**src/rtl/vector_mem_stage.sv**
```systemverilog
// Vector memory stage: retires scalar and vector ALU results and sequences
// unit-stride VLE32/VSE32 transfers one SEW-wide beat per memory handshake.
module vector_mem_stage #(
    parameter int VL  = 8,
    parameter int SEW = 32
) (
    input  logic              i_clk,
    input  logic              i_rst,
    input  logic [3:0]        i_sel,
    input  logic              i_data_access,
    input  logic              i_reg_write,
    input  logic [4:0]        i_rd,
    input  logic [4:0]        i_vd,
    input  logic [31:0]       i_rs1_data,
    input  logic [31:0]       i_result_s,
    input  logic [VL*SEW-1:0] i_result_v,
    output logic              o_stall,
    output logic              o_mem_req,
    output logic              o_mem_we,
    output logic [31:0]       o_mem_addr,
    output logic [SEW-1:0]    o_mem_wdata,
    input  logic              i_mem_ready,
    input  logic [SEW-1:0]    i_mem_rdata,
    output logic              o_wb_s_we,
    output logic [4:0]        o_wb_rd,
    output logic [31:0]       o_wb_s_data,
    output logic              o_wb_v_we,
    output logic [4:0]        o_wb_vd,
    output logic [VL*SEW-1:0] o_wb_v_data,
    output logic              o_misalign
);

    localparam int             BW        = (VL > 1) ? $clog2(VL) : 1;
    localparam logic [BW-1:0]  LAST_BEAT = BW'(VL - 1);

    localparam logic [3:0] OP_ADDI  = 4'd0;
    localparam logic [3:0] OP_VLE32 = 4'd1;
    localparam logic [3:0] OP_VSE32 = 4'd2;
    localparam logic [3:0] OP_VADD  = 4'd3;

    typedef enum logic {ST_IDLE, ST_XFER} state_t;
    typedef logic [VL-1:0][SEW-1:0] vec_t;

    state_t        r_state;
    logic [BW-1:0] r_beat;
    logic          r_is_store;
    logic [4:0]    r_vd;
    logic [31:0]   r_base;
    vec_t          r_sdata;
    vec_t          r_ldbuf;

    logic          r_wb_s_we;
    logic [4:0]    r_wb_rd;
    logic [31:0]   r_wb_s_data;
    logic          r_wb_v_we;
    logic [4:0]    r_wb_vd;
    vec_t          r_wb_v_data;
    logic          r_misalign;

    logic          w_vec_mem;
    logic          w_misaligned;
    logic          w_last;
    vec_t          w_ld_next;

    assign w_vec_mem    = ((i_sel == OP_VLE32) || (i_sel == OP_VSE32)) && i_data_access;
    assign w_misaligned = (i_rs1_data[1:0] != 2'b00);
    assign w_last       = (r_beat == LAST_BEAT);

    // Memory-side outputs and stall, decoded from the held transfer state.
    always_comb begin
        // NOTE: every combinational output gets a default first so no path leaves it unassigned (no latch).
        o_stall     = 1'b0;
        o_mem_req   = 1'b0;
        o_mem_we    = 1'b0;
        o_mem_addr  = '0;
        o_mem_wdata = '0;
        w_ld_next   = r_ldbuf;
        case (r_state)
            ST_IDLE: begin
                o_stall = w_vec_mem && !w_misaligned;
            end
            ST_XFER: begin
                o_mem_req         = 1'b1;
                o_mem_we          = r_is_store;
                o_mem_addr        = r_base + 32'({r_beat, 2'b00});
                o_mem_wdata       = r_sdata[r_beat];
                w_ld_next[r_beat] = i_mem_rdata;
                o_stall           = !(i_mem_ready && w_last);
            end
            default: ;
        endcase
        if (i_rst) begin
            o_stall = 1'b0;
        end
    end

    // State, beat counter, operand latches and registered writeback/error outputs.
    always_ff @(posedge i_clk) begin
        if (i_rst) begin
            // NOTE: only control and visible outputs are reset; operand latches and the load buffer are always written before use.
            r_state     <= ST_IDLE;
            r_beat      <= '0;
            r_wb_s_we   <= 1'b0;
            r_wb_rd     <= '0;
            r_wb_s_data <= '0;
            r_wb_v_we   <= 1'b0;
            r_wb_vd     <= '0;
            r_wb_v_data <= '0;
            r_misalign  <= 1'b0;
        end else begin
            // NOTE: non-blocking assignments keep every register sampling pre-edge values.
            r_wb_s_we  <= 1'b0;
            r_wb_v_we  <= 1'b0;
            r_misalign <= 1'b0;
            case (r_state)
                ST_IDLE: begin
                    if (w_vec_mem) begin
                        if (w_misaligned) begin
                            r_misalign <= 1'b1;
                        end else begin
                            r_is_store <= (i_sel == OP_VSE32);
                            r_vd       <= i_vd;
                            r_base     <= i_rs1_data;
                            r_sdata    <= i_result_v;
                            r_beat     <= '0;
                            r_state    <= ST_XFER;
                        end
                    end else if ((i_sel == OP_ADDI) && i_reg_write) begin
                        r_wb_s_we   <= 1'b1;
                        r_wb_rd     <= i_rd;
                        r_wb_s_data <= i_result_s;
                    end else if ((i_sel == OP_VADD) && i_reg_write) begin
                        r_wb_v_we   <= 1'b1;
                        r_wb_vd     <= i_vd;
                        r_wb_v_data <= i_result_v;
                    end
                end
                ST_XFER: begin
                    if (i_mem_ready) begin
                        if (!r_is_store) begin
                            r_ldbuf <= w_ld_next;
                        end
                        if (w_last) begin
                            r_state <= ST_IDLE;
                            r_beat  <= '0;
                            if (!r_is_store) begin
                                r_wb_v_we   <= 1'b1;
                                r_wb_vd     <= r_vd;
                                r_wb_v_data <= w_ld_next;
                            end
                        end else begin
                            r_beat <= r_beat + BW'(1);
                        end
                    end
                end
                default: r_state <= ST_IDLE;
            endcase
        end
    end

    assign o_wb_s_we   = r_wb_s_we;
    assign o_wb_rd     = r_wb_rd;
    assign o_wb_s_data = r_wb_s_data;
    assign o_wb_v_we   = r_wb_v_we;
    assign o_wb_vd     = r_wb_vd;
    assign o_wb_v_data = r_wb_v_data;
    assign o_misalign  = r_misalign;

endmodule

```
**config.mk**
```make
export PLATFORM = sky130hd
export DESIGN_NAME = vector_mem_stage
export DESIGN_NICKNAME = d
export VERILOG_FILES = /design/src/rtl/vector_mem_stage.sv
export SDC_FILE = /design/constraint.sdc
export NUM_CORES = 1
export LEC_CHECK = 0
export BUFFER_PORTS_ARGS = -buffer_cell sky130_fd_sc_hd__buf_2
export CAP_MARGIN = 25
export CELL_PAD_IN_SITES_DETAIL_PLACEMENT = 0
export CELL_PAD_IN_SITES_GLOBAL_PLACEMENT = 1
export CORE_AREA = 2 2 289 291
export DETAILED_ROUTE_END_ITERATION = 8
export DIE_AREA = 0 0 291 293
export PLACE_DENSITY_LB_ADDON = 0.1
export SLEW_MARGIN = 25
export SYNTH_ARGS = -nofsm -noshare
export SYNTH_HDL_FRONTEND = slang
export SYNTH_SLANG_ARGS = --single-unit
```
**constraint.sdc**
```tcl
create_clock -name i_clk -period 39.9 [get_ports i_clk]
set_clock_uncertainty 0.2 [all_clocks]
set_input_delay 5.985 -clock i_clk [delete_from_list [all_inputs] [get_ports i_clk]]
set_output_delay 5.985 -clock i_clk [all_outputs]
set_load 0.03 [all_outputs]
```
Yosys cells after proc, flatten, opt, wreduce, memory -nomap -nowiden

Index checks and enable logic that the tools add are counted.

Register bits: 855
Output and inout port bits: 368
Word-level logic and storage cells: 118

Add/sub/neg operators: 2
Order comparisons: 2
Eq/ne operators: 12
Muxes and demuxes: 44
Bitwise gates (word level): 5
Reductions and logical operators: 18

Operators by type and width:

| kind                                                                         | count |
|---|---|
| 256-bit 2-to-1 mux                                                           | 6 |
| 256-bit case mux with 2 select lines                                         | 1 |
| 256-bit bitwise mux                                                          | 1 |
| 32-bit 2-to-1 mux                                                            | 4 |
| 32-bit binary-select mux with 3-bit select                                   | 1 |
| 32-bit demux with 3-bit select                                               | 1 |
| 32-bit by 5-bit adder with 32-bit output                                     | 1 |
| 5-bit 2-to-1 mux                                                             | 6 |
| 1-bit 2-to-1 mux                                                             | 15 |
| 2-bit != test, second input constant                                         | 7 |
| 3-bit 2-to-1 mux                                                             | 4 |
| 5-bit case mux with 2 select lines                                           | 1 |
| 4-bit by 2-bit == test with 1-bit output, second input constant              | 2 |
| 4-bit AND reduction                                                          | 2 |
| 1-bit logical AND                                                            | 6 |
| 1-bit case mux with 2 select lines                                           | 3 |
| 3-bit case mux with 2 select lines                                           | 1 |
| 3-bit AND reduction                                                          | 2 |
| 6-bit AND reduction                                                          | 1 |
| 3-bit OR reduction                                                           | 2 |
| 1-bit NOT                                                                    | 5 |
| 4-bit by 1-bit == test with 1-bit output, second input constant              | 1 |
| 4-bit logical NOT                                                            | 1 |
| 3-bit by 4-bit less-than comparator with 1-bit output, second input constant | 1 |
| other kinds (7)                                                              | 8 |

Longest topological paths before layout

Word-level depth: 9
Mapped depth: 9
Gate-level depth less buffers: 7

Worst setup path after synthesis

OpenSTA, ideal clock, no wires.

Path type: input port to flip-flop
Start point: in i_rst
End point: reg r_ldbuf[0] (netlist name) (enable)
Library setup time: 1.186 ns
Arrival time: 23.616 ns
Setup slack: 14.897 ns
Stages on the path: 3
Path buffers: 2
Path through: clkbuf_1 > clkbuf_1 > nor3_1

Cells in the longest elaborated chain, start to end: 2

RTL lines:

| element                       | line | text |
|---|---|---|
| start: declaration            | 8    | `input logic i_rst,` |
| 1-bit NOT (no line)           | -    |  |
| 4-bit AND reduction (no line) | -    |  |
| end signal: assignment        | 141  | `r_ldbuf <= w_ld_next;` |
| end: declaration              | 50   | `vec_t r_ldbuf;` |

Every way passes these cells.
A chain may end at the register's enable or synchronous reset.

Final worst setup path

Start point: in i_sel[3]
End point: out o_stall

Cells in the longest elaborated chain, start to end: 6
Elaborated cells between the ends (all ways): 7

RTL lines:

| element                                                                                                     | line | text |
|---|---|---|
| start: declaration                                                                                          | 9    | `input logic [3:0] i_sel,` |
| 4-bit by 1-bit == test with 1-bit output / 4-bit by 2-bit == test with 1-bit output (equally long branches) | 65   | `assign w_vec_mem = ((i_sel == OP_VLE32) \|\| (i_sel == OP_VSE32)) && i_data_access;` |
| 1-bit logical OR (*)                                                                                        | 65   |  |
| 1-bit logical AND (*)                                                                                       | 65   |  |
| 1-bit logical AND (*)                                                                                       | 80   | `o_stall = w_vec_mem && !w_misaligned;` |
| 1-bit case mux with 2 select lines (*)                                                                      | 78   | `case (r_state)` |
| 1-bit 2-to-1 mux (*)                                                                                        | 92   | `if (i_rst) begin` |
| end: declaration                                                                                            | 17   | `output logic o_stall,` |

Every way passes the cells marked *; elsewhere a longest branch is shown, timed or not.

==> run_results.csv <==
group,metric,value,unit
clock_tree,cts_tree,"built",
placed_design,hpwlAfterDp,74.22,mm
logic_synthesis,avgSynthCellArea,15.37,um^2
die,rows,105,
setup_path,r2r_end,"o_wb_v_data[214]",
worst_hold_path,min_path_type,"flip-flop to flip-flop",
global_routing,antenna_found_initial,42,
clock_tree,cts_buffers,95,
die,start_util,42.35,%
timing,fin_worst_hold_slack,0.2524,ns
setup_path,cp-start-kind,"input pin",
setup_path,cp-end-kind,"primary output",
worst_hold_path,worstHoldStart,"o_wb_s_data[7]",
timing,drv_slew,0,
logic_synthesis,syn_nets,2632,
timing,hold_viol,0,
placed_design,port_buffers,738,
route,wl,112.0,mm
layout,multi_input_area,0.01128,mm^2
setup_path,arrival,7.42,ns
route,drc,0,
logic_synthesis,yosys_warnings,0,
layout,fin_area,0.04267,mm^2
setup_path,r2r_slack,35.05,ns
timing,setup_viol,0,
route,via_count,23210,
layout,final_common_cell,"buf_2",
clock_tree,clock_latency,0.64,ns
clock_tree,cts.hold.buffers_added,0,
logic_synthesis,synth_cell_type_count,50,
placed_design,place_area,0.03931,mm^2
layout,seq_area,0.02263,mm^2
power_and_ir_drop,p_per_area,45.17,mW/mm^2
layout,fill_cells,7045,
power_and_ir_drop,p_leak,14.97,nW
layout,nets,3336,
worst_hold_path,min_delay_path_depth,2,
setup_path,crit_type,"input pin to primary output",
logic_synthesis,synth_area,0.03466,mm^2
placed_design,routabilityCongestion,0.8653,
logic_synthesis,synth_top_area_share,47.65,%
timing,finalCritPeriodShare,34.09,%
timing,worst_slew_pin_slew,1.260,ns
global_routing,grt_pass1_wl,160.5,mm
clock_tree,root_buffer,"clkbuf_16",
route,detail-route-antenna-nets,0,
logic_synthesis,synthTopCellsByArea,"edfxtp_1 (48%), dfxtp_1 (18%), mux2_2 (8.4%), mux2i_1 (7.5%), o2bb2ai_2 (4.3%)",
timing,setup_tns,0,ns
die,die_y,293,um
clock_tree,cts_max_level,3,
setup_path,ff2ff_path_depth,7,
die,core-area,0.08185,mm^2
layout,drive_above_1_share,42.91,%
layout,areaGrowthSynthToFinish,23.11,%
logic_synthesis,ys_async_sr_fraction,0,%
logic_synthesis,synth_edf_count,550,
timing,fin_crit,13.60,ns
layout,final_cell_mix,"buf_2 (737), edfxtp_1 (550), dfxtp_1 (304)",
route,via_per_inst,5.628,
clock_tree,path_clk_slew,0.06,ns
logic_synthesis,synthFlopType,"edfxtp_1",
status,status,"complete, no violations",
layout,final_util,52.13,%
clock_tree,post-cts-setup-buffers,0,
logic_synthesis,yosysTopAreaCell,"edfxtp_1",
logic_synthesis,ys_seq_elements,855,
timing,fmax,73.52,MHz
setup_path,required,33.71,ns
logic_synthesis,yosysSeqAreaShare,65.27,%
global_routing,grt_max_degree,157,
logic_synthesis,syn-instance-count,2255,
die,ios,739,
power_and_ir_drop,peakVddDrop,0.00003449,V
worst_hold_path,min_to,"o_wb_s_data[7]",
global_routing,overflow,0,
clock_tree,cts_sinks,855,
clock_tree,clk_path_buf_depth,3,
global_routing,grt_pass1_vias,23670,
timing,rsz0062_at_grt,"no",
route,wire_per_inst,27.17,um
die,die_area,0.08526,mm^2
clock_tree,ctsResizeCount,0,
die,die_x,291,um
run,maxCapViolCount,0,
global_routing,grt_usage,25.27,%
route,drt_iter0_drc,1498,
route,first_pass_iters,5,
setup_path,r2r_start,"r_state",
timing,slew-limit-headroom,16.01,%
setup_path,path_max_fanout,3,
[where the power goes]
group / switching [mW] / internal [mW] / leakage [nW] / total, mW
sequential: 0.00399 / 0.943 / 7.08 / 0.947
clock: 0.364 / 0.539 / 1.60 / 0.903
combinational: 0.0497 / 0.0286 / 6.29 / 0.0783
total: 0.418 / 1.51 / 15.0 / 1.93
[layer usage]
metal  global-route usage, %  vias up  share of wire (%)
met2                   42.68      853                 49
li1                        -    10390                  -
met5                       0        -               0.21
met1                   31.99    11720                 41
met3                   5.703      212                6.8
met4                   8.808       36                3.0
[cell type report]
| class | instances | share of cell area [%] |
|---|---|---|
| Sequential cell | 855 | 53.02 |
| Multi-Input combinational cell | 1219 | 26.43 |
| Timing Repair Buffer | 778 | 9.612 |
| Clock buffer | 145 | 6.653 |
| Tap cell | 1070 | 3.137 |
| Clock inverter | 34 | 0.9823 |
| Inverter | 10 | 0.09090 |
| Antenna cell | 13 | 0.07624 |
[logic make-up (layout without fill, tap and decap cells)]
logic type	after synthesis	in the layout	share of synthesized area, %
other	0	13	0
AOI/OAI and AO/OA	512	512	13.46
adders and majority gates	6	6	0.2383
muxes	519	519	15.92
buffers and inverters	181	967	2.415
and+or+nand+nor	174	174	2.491
xor gates and xnor gates	8	8	0.2022
DFF	855	855	65.27
[worst max path at each step]
stage | start | to | slack [ns]
finish | i_sel[3] | o_stall | 26.30
global route | i_sel[3] | o_stall | 26.15
CTS | i_sel[3] | o_stall | 26.31
detailed placement | i_sel[3] | o_stall | 26.32
global placement | i_sel[3] | o_stall | 26.34
floorplan | i_rst | r_ldbuf[0] | 14.90
[per-stage QoR]
stage | setup WS, ns | power [mW] | cells
3_3_place_gp | 26.34 | 1.043 | 3928
2_1_floorplan | 14.90 | 1.002 | 2255
4_1_cts | 26.31 | 1.943 | 4109
5_1_grt | 26.15 | 1.984 | 4121
6_report | 26.30 | 1.927 | 4124
3_5_place_dp | 26.32 | 1.044 | 3930
[worst max-delay path, stage by stage]
cell and delay [ns]:
buf_2 0.12, nor4b_1 0.50, nand3_1 0.29, a21oi_1 0.28, buf_2 0.24
[synth_stat cells (2+ instances only)]
master / count
a211oi_1: 5
a21oi_1: 57
a221oi_1: 31
a22o_1: 34
a22oi_1: 66
a31oi_1: 31
a32oi_1: 2
and2_1: 5
and3_1: 4
and4_1: 4
buf_1: 12
buf_2: 60
buf_6: 11
clkbuf_1: 88
dfxtp_1: 305
edfxtp_1: 550
ha_1: 5
inv_1: 9
mux2_2: 259
mux2i_1: 260
nand2_1: 88
nand2b_1: 2
nand3_1: 7
nand3b_1: 3
nand4_1: 4
nor2_1: 19
nor2b_1: 2
nor3_1: 5
nor3b_1: 5
nor4b_1: 2
o2111ai_1: 5
o211ai_1: 3
o21ai_0: 15
o2bb2ai_1: 153
o2bb2ai_2: 100
o31ai_1: 7
or3_1: 12
or4_1: 7
xor2_1: 7
[state kept, by name, indices dropped and copies added, names as in the netlist]
name and count:
o_misalign 1, o_wb_rd 5, o_wb_s_data 32, o_wb_s_we 1, o_wb_v_data 256, o_wb_v_we 1
o_wb_vd 5, r_base 32, r_beat 3, r_is_store 1, r_ldbuf 256, r_sdata 256
r_state 1, r_vd 5
Note: power is estimated with default switching activity, not from simulation.
